--- config.mk ---
export PLATFORM = sky130hd
export DESIGN_NAME = aes_shares_deserializer
export DESIGN_NICKNAME = d
export VERILOG_FILES = /design/src/rtl/aes_shares_deserializer.sv
export SDC_FILE = /design/constraint.sdc
export NUM_CORES = 1
export LEC_CHECK = 0
export ABC_AREA = 1
export CAP_MARGIN = 20
export CORE_MARGIN = 8
export CORE_UTILIZATION = 45
export DETAILED_ROUTE_END_ITERATION = 8
export DONT_BUFFER_PORTS = 1
export HOLD_SLACK_MARGIN = 0.05
export PLACE_DENSITY = 0.71
export SKIP_CTS_REPAIR_TIMING = 1
export SKIP_LAST_GASP = 1
export SYNTH_ARGS = -nofsm -noshare
export SYNTH_HDL_FRONTEND = slang
export SYNTH_SLANG_ARGS = --single-unit
--- constraint.sdc ---
create_clock -name clk -period 18.9 [get_ports clk]
set_input_delay 3.78 -clock clk [delete_from_list [all_inputs] [get_ports clk]]
set_output_delay 3.78 -clock clk [all_outputs]
set_load 0.05 [all_outputs]
--- src/rtl/aes_shares_deserializer.sv ---
`default_nettype none
// ============================================================================
// Module   : aes_shares_deserializer
// Purpose  : Assembles a 32-bit word stream into 128*d-bit key and plaintext
//            share buses for the masked AES top (share-major encoding).
//            Optional macro SHARES_KEY_REUSE_EN adds in_reuse_key (plaintext-
//            only frames that keep the previously loaded key).
// Revision : 1.0 - initial release
// ============================================================================
module aes_shares_deserializer #(
  parameter int d = 2
) (
  input  logic               clk,
  input  logic               rst,
  input  logic [31:0]        in_word,
  input  logic               in_last,
  input  logic               in_valid,
`ifdef SHARES_KEY_REUSE_EN
  input  logic               in_reuse_key,
`endif
  output logic               in_ready,
  output logic [128*d-1:0]   out_shares_key,
  output logic [128*d-1:0]   out_shares_plaintext,
  output logic               out_valid,
  input  logic               out_ready,
  output logic               frame_err
);

  localparam int CNT_W = $clog2(4*d);
  localparam logic [CNT_W-1:0] LAST_CNT = CNT_W'(4*d-1);

  typedef enum logic [1:0] {
    LOAD_KEY = 2'd0,
    LOAD_PT  = 2'd1,
    FULL     = 2'd2
  } state_t;

  state_t             state_q, state_d;
  logic [CNT_W-1:0]   cnt_q, cnt_d;
  logic [128*d-1:0]   key_q, key_d;
  logic [128*d-1:0]   pt_q, pt_d;
  logic               in_ready_q, in_ready_d;
  logic               out_valid_q, out_valid_d;
  logic               frame_err_q, frame_err_d;

  logic               accept;
  logic               reuse_key;
  logic [CNT_W+4:0]   bit_idx;

`ifdef SHARES_KEY_REUSE_EN
  assign reuse_key = in_reuse_key;
`else
  assign reuse_key = 1'b0;
`endif

  assign accept  = in_valid & in_ready_q;
  // Word n of either half lands at bit 32*n, since share n/4 starts at 128*(n/4).
  assign bit_idx = {cnt_q, 5'b00000};

  always_comb begin
    state_d     = state_q;
    cnt_d       = cnt_q;
    key_d       = key_q;
    pt_d        = pt_q;
    frame_err_d = 1'b0;

    case (state_q)
      LOAD_KEY: begin
        if (accept) begin
          if (reuse_key && (cnt_q == '0)) begin
            pt_d[bit_idx +: 32] = in_word;
            if (in_last) begin
              frame_err_d = 1'b1;
              cnt_d       = '0;
            end else begin
              cnt_d   = CNT_W'(1);
              state_d = LOAD_PT;
            end
          end else begin
            key_d[bit_idx +: 32] = in_word;
            if (in_last) begin
              frame_err_d = 1'b1;
              cnt_d       = '0;
            end else if (cnt_q == LAST_CNT) begin
              cnt_d   = '0;
              state_d = LOAD_PT;
            end else begin
              cnt_d = cnt_q + CNT_W'(1);
            end
          end
        end
      end

      LOAD_PT: begin
        if (accept) begin
          pt_d[bit_idx +: 32] = in_word;
          if (in_last != (cnt_q == LAST_CNT)) begin
            frame_err_d = 1'b1;
            cnt_d       = '0;
            state_d     = LOAD_KEY;
          end else if (cnt_q == LAST_CNT) begin
            cnt_d   = '0;
            state_d = FULL;
          end else begin
            cnt_d = cnt_q + CNT_W'(1);
          end
        end
      end

      FULL: begin
        if (out_ready) begin
          cnt_d   = '0;
          state_d = LOAD_KEY;
        end
      end

      default: begin
        cnt_d   = '0;
        state_d = LOAD_KEY;
      end
    endcase

    // Handshake flags follow the next state so they stay registered.
    in_ready_d  = (state_d != FULL);
    out_valid_d = (state_d == FULL);
  end

  always_ff @(posedge clk or posedge rst) begin
    if (rst) begin
      state_q     <= LOAD_KEY;
      cnt_q       <= '0;
      key_q       <= '0;
      pt_q        <= '0;
      in_ready_q  <= 1'b0;
      out_valid_q <= 1'b0;
      frame_err_q <= 1'b0;
    end else begin
      state_q     <= state_d;
      cnt_q       <= cnt_d;
      key_q       <= key_d;
      pt_q        <= pt_d;
      in_ready_q  <= in_ready_d;
      out_valid_q <= out_valid_d;
      frame_err_q <= frame_err_d;
    end
  end

  assign in_ready             = in_ready_q;
  assign out_valid            = out_valid_q;
  assign frame_err            = frame_err_q;
  assign out_shares_key       = key_q;
  assign out_shares_plaintext = pt_q;

endmodule
`default_nettype wire

==> Yosys cells after proc, flatten, opt, wreduce, memory -nomap -nowiden <==
Cells that the tools add are included.
{ "word_totals": {"inputBits": 37, "regBits": 520, "output_inout_bits": 515, "wordCells": 47} }
{ "op_classes": {"n_shift": 2, "addsub": 2, "muxes": 22, "n_eq_ne": 9, "n_bitwise": 1, "n_reduce_logical": 4} }
{ "op_table": {"columns": ["operator", "count"], "rows": [
  ["bitwise mux 256 bit", 2],
  ["variable shift 32 x 10 -> 256 bit, first input constant", 1],
  ["indexed part select 32 x 10 -> 256 bit", 1],
  ["2-to-1 mux 3 bit", 6],
  ["2-to-1 mux 2 bit", 7],
  ["negator 8 -> 10 bit", 1],
  ["one-hot mux 3 bit (3 select lines)", 1],
  ["!= test 2 bit, second input constant", 4],
  ["one-hot mux 2 bit (3 select lines)", 1],
  ["== test 2 bit, second input constant", 2],
  ["2-to-1 mux 1 bit", 4],
  ["AND reduction 2 bit", 2],
  ["adder 3 x 1 -> 3 bit, second input constant", 1],
  ["== test 3 bit, second input constant", 1],
  ["AND reduction 3 bit", 1],
  ["== test 2 x 1 -> 1 bit, second input constant", 1],
  ["zero test 2 bit", 1],
  ["one-hot mux 1 bit (2 select lines)", 1],
  ["bitwise AND 1 bit", 1],
  ["!= test 1 bit", 1]
]} }

==> Logic depth before layout (Yosys ltp) <==
{ "depth": {"depth_word": 6, "ltp_mapped": 11, "ltp_nobuf": 9} }

==> Least setup slack after synthesis <==
No wires, ideal clock.
{ "synth_timing": {"path_kind": "input -> register", "startpoint": "in in_valid", "endpoint": "reg pt_q[32], in the netlist out_shares_plaintext[32]", "setup_time_ns": 0.119, "cell_stages": 7, "required_ns": 18.781, "path_buffers": 2, "arrival_ns": 4.710, "setup_slack_ns": 14.071, "path_cell_list": "nand2_1 -> nor2_4 -> buf_2 -> nand2_1 -> buf_2 -> nand2_1 -> nand2_1"} }
{ "synth_via": {"elab_chain_len": 2} }
{ "synth_lines": {"columns": ["item", "line_no", "rtl"], "rows": [
  ["start: declaration", "17", "input logic in_valid,"],
  ["bitwise AND 1 bit", "56", "assign accept = in_valid & in_ready_q;"],
  ["AND reduction 2 bit (no source line)", null, null],
  ["end signal: assignment", "141", "pt_q <= pt_d;"],
  ["end: declaration", "41", "logic [128*d-1:0] pt_q, pt_d;"]
]} }
No other way between the ends.
A chain may end at the register's enable or synchronous reset.

==> Worst setup path in the final report <==
{ "layout_timing": {"startpoint": "in in_valid", "endpoint": "reg key_q[138], in the netlist out_shares_key[138]"} }
{ "layout_via": {"elab_chain_len": 2} }
{ "layout_lines": {"columns": ["item", "line_no", "rtl"], "rows": [
  ["bitwise AND 1 bit", "56", null],
  ["AND reduction 2 bit (no source line)", null, null],
  ["end signal: assignment", "140", "key_q <= key_d;"],
  ["end: declaration", "40", "logic [128*d-1:0] key_q, key_d;"]
]} }
No other way between the ends.

==> summary.txt <==
Floorplanning
  • Die height: 235.4 µm
  • Die ar.: 0.05542 mm²
  • Die width: 235.4 µm
  • Initial Utilization: 45.47%
  • Rows: 80
  • Core ar.: 0.04765 mm²
  • Ports: 552

Critical path
  • CP top delay family: buffers and inverters
  • Critical Path RT: 19.38 ns
  • Critical-path maximum fanout: 174
  • CP max-delay cell: buf_4
  • Reg2Reg Setup Slack: 15.13 ns
  • WP buf/inv: 3
  • CP max stage delay: 0.65 ns
  • Kind of critical path: in2reg
  • Crit path cell chain: nand2_1, nor2_4, buf_12, buf_4, nand3_1, buf_8, nand2_1, nand2_1
  • CP dominant cell by count: nand2_1
  • Arrival time at the worst endpoint: 6.58 ns
  • CP Launch Type: input pin
  • Critical Path End Type: flop

Hold path
  • HP Class: reg2reg

Timing
  • Period minus WS final: 6.092 ns
  • Slew HR: 30.35%
  • Final Skew: 0.01114 ns
  • Max Slew Vio Count: 0
  • Hold violation total from the final report: 0
  • Worst-margin pin slew: 1.045 ns
  • Max Clk Rate: 164.1 MHz
  • RSZ-0062 raised after global routing: false
  • Fin crit share: 32.23%
  • Setup TNS: 0 ns
  • Final setup fails: 0
  • Worst setup margin: 12.81 ns

Drt
  • DRT antenna net count: 0
  • Vias: 18270
  • Routed WL per cell: 25.77 µm
  • Number of DRC markers in iteration 0: 1957
  • First drt pass iteration count: 6
  • Final WL: 79960 µm
  • Vias per cell: 5.888
  • DR DRC count: 0

Layout
  • Area Growth Syn to Fin: 10.38%
  • Share of layout cells above drive strength 1: 6.232%
  • Finished Core Util: 50.19%
  • Post-layout nets: 2486
  • Fillers: 4379

Clock tree
  • Clock transition at path regs: 0.06 ns
  • Num CTS Buffers: 54
  • CTS tree: yes
  • Clock Path Buffers: 3
  • Worst skew pair latency: 0.60 ns
  • CTS sink cnt: 520
  • H-Tree Depth: 2
  • Clk root buf: clkbuf_16

Yosys
  • Post-Syn Instances: 2532
  • Seq/Total Area, Yosys: 60.06%
  • Post-synthesis register bit count: 520
  • Synth Warn #: 0
  • Synthesized area: 0.02167 mm²
  • Top FF cell, synth: dfrtp_1
  • Syn Area/Cell: 8.557 µm²
  • Async SR Flop Fraction: 100.0%
  • Mapped Nets: 2576
  • Number of synthesized flops with an enable pin: 0
  • Yosys cell types: 24

Placement
  • Setup WS pre-CTS: 11.92 ns
  • Hpwl dp: 54040 µm
  • Port Buffers: 0
  • Placer Congestion: 0.9406

Run status
  • Status: completed

Global route
  • Vias in the first global route: 17310
  • Global-route wire length before repair: 117300 µm
  • Largest net degree at the start of global routing: 176
  • Tot GR Track Use: 27.61%
  • Initial antenna violation count: 2
  • Grt ovf: 0

Power and ir drop
  • PwrDens: 125.7 mW/mm²
  • Pleak: 13.10 nW
  • VDD IR-drop max: 0.00008484 V

Flow run
  • Max cap viols: 0
[worst register-to-register path, delay by kind of cell, from the launching register on]
kind          cells  cell delay (ns)
buf+inv           3             1.63
simple gates      5             1.33
flops             1             0.69
[sequential cells by signal, summed over array words and instances (netlist names)]
signal                flops
out_shares_plaintext    256
in_ready                  1
out_valid                 1
frame_err                 1
state_q                   2
cnt_q                     3
out_shares_key          256
[logic make-up after synthesis]
logic type      count (synthesis)  share of synthesized area [%]
simple gates                 1787                          34.49
flops                         520                          60.06
compound gates                 13                         0.3638
fa+ha+maj                       7                         0.4042
buf+inv                       205                          4.678
[path summary, 6_finish.rpt]
| kind | from | endpoint | depth (start not counted) |
|---|---|---|---|
| setup / recovery | in_valid | out_shares_key[138] | 8 |
| hold reg to reg | state_q[1] | frame_err | 3 |
| max in group asynchronous | rst | out_shares_key[228] | 4 |
| min in group asynchronous | rst | out_shares_plaintext[64] | 1 |
| hold / removal | state_q[1] | frame_err | 3 |
| setup reg to reg | in_ready | out_shares_key[138] | 8 |
[through the flow]
stage               total power, mW  cell area, µm²  instances  hold WS [ns]
detailed placement            1.896           21890       2996        0.5764
global placement              1.885           21850       2994        0.5747
floorplan                     1.781           21670       2532        0.5453
finish                        3.007           23910       3103        0.6105
global route                  3.099           23910       3102        0.6432
CTS                           3.017           23800       3097        0.6147
[cell usage after synthesis (2+ instances only)]
library cell,n,area (µm²)
nor2_4,3,33.78
ha_1,7,87.58
buf_2,133,665.6
buf_4,8,60.06
a21oi_1,3,15.01
dfrtp_1,520,13010
a21oi_2,3,26.28
nor3_1,31,155.2
clkbuf_1,39,146.4
nor2_2,3,18.77
inv_1,14,52.55
nor2_1,100,375.4
nand3_1,424,2122
o21ai_0,6,30.03
nand4_1,64,400.4
nand2_1,1160,4354
inv_2,2,7.510
buf_6,6,67.56
[cell type report]
| cell class | instances | area (µm²) | share of cell area [%] |
|---|---|---|---|
| clock inverters | 23 | 282.8 | 1.182 |
| repair buffers | 41 | 447.9 | 1.873 |
| multi-input cells | 1807 | 7700 | 32.20 |
| clock buffers | 78 | 1622 | 6.781 |
| flip-flops and latches | 520 | 13010 | 54.41 |
| inverters | 18 | 77.57 | 0.3244 |
| well taps | 615 | 769.5 | 3.218 |
| diodes | 1 | 2.502 | 0.01046 |
[routing by layer]
| metal | up-vias | routed length [µm] | global-route usage (%) |
|---|---|---|---|
| li1 | 7932 | - | - |
| met1 | 8963 | 28840 | 32.94 |
| met2 | 1144 | 35710 | 42.15 |
| met3 | 230 | 10530 | 11.87 |
| met4 | 2 | 4865 | 14.49 |
| met5 | - | 6 | 0 |
[power breakdown]
group	internal (mW)	total, mW	switching, mW
clock	0.667	1.13	0.458
combinational	0.0605	0.273	0.212
sequential	1.19	1.61	0.414
[placed cells by master (no fill, tap or decap), types with 2 or more instances in the layout]
master     instances
ha_1               6
buf_4             31
clkbuf_1           6
buf_12             3
clkinv_4           2
inv_8              2
dfrtp_1          520
clkbuf_8          18
nor3_1            31
o21ai_0            6
clkinv_2           9
nand2_1         1160
nor2_2             2
clkbuf_16         54
nor2_1            99
inv_1             12
nand4_1           64
buf_8              3
buf_16             4
a21oi_4            5
bufinv_16          5
nand3_1          424
inv_2              3
inv_6              4
nor2_4             5
No activity file was read; power rests on OpenSTA's default activity.
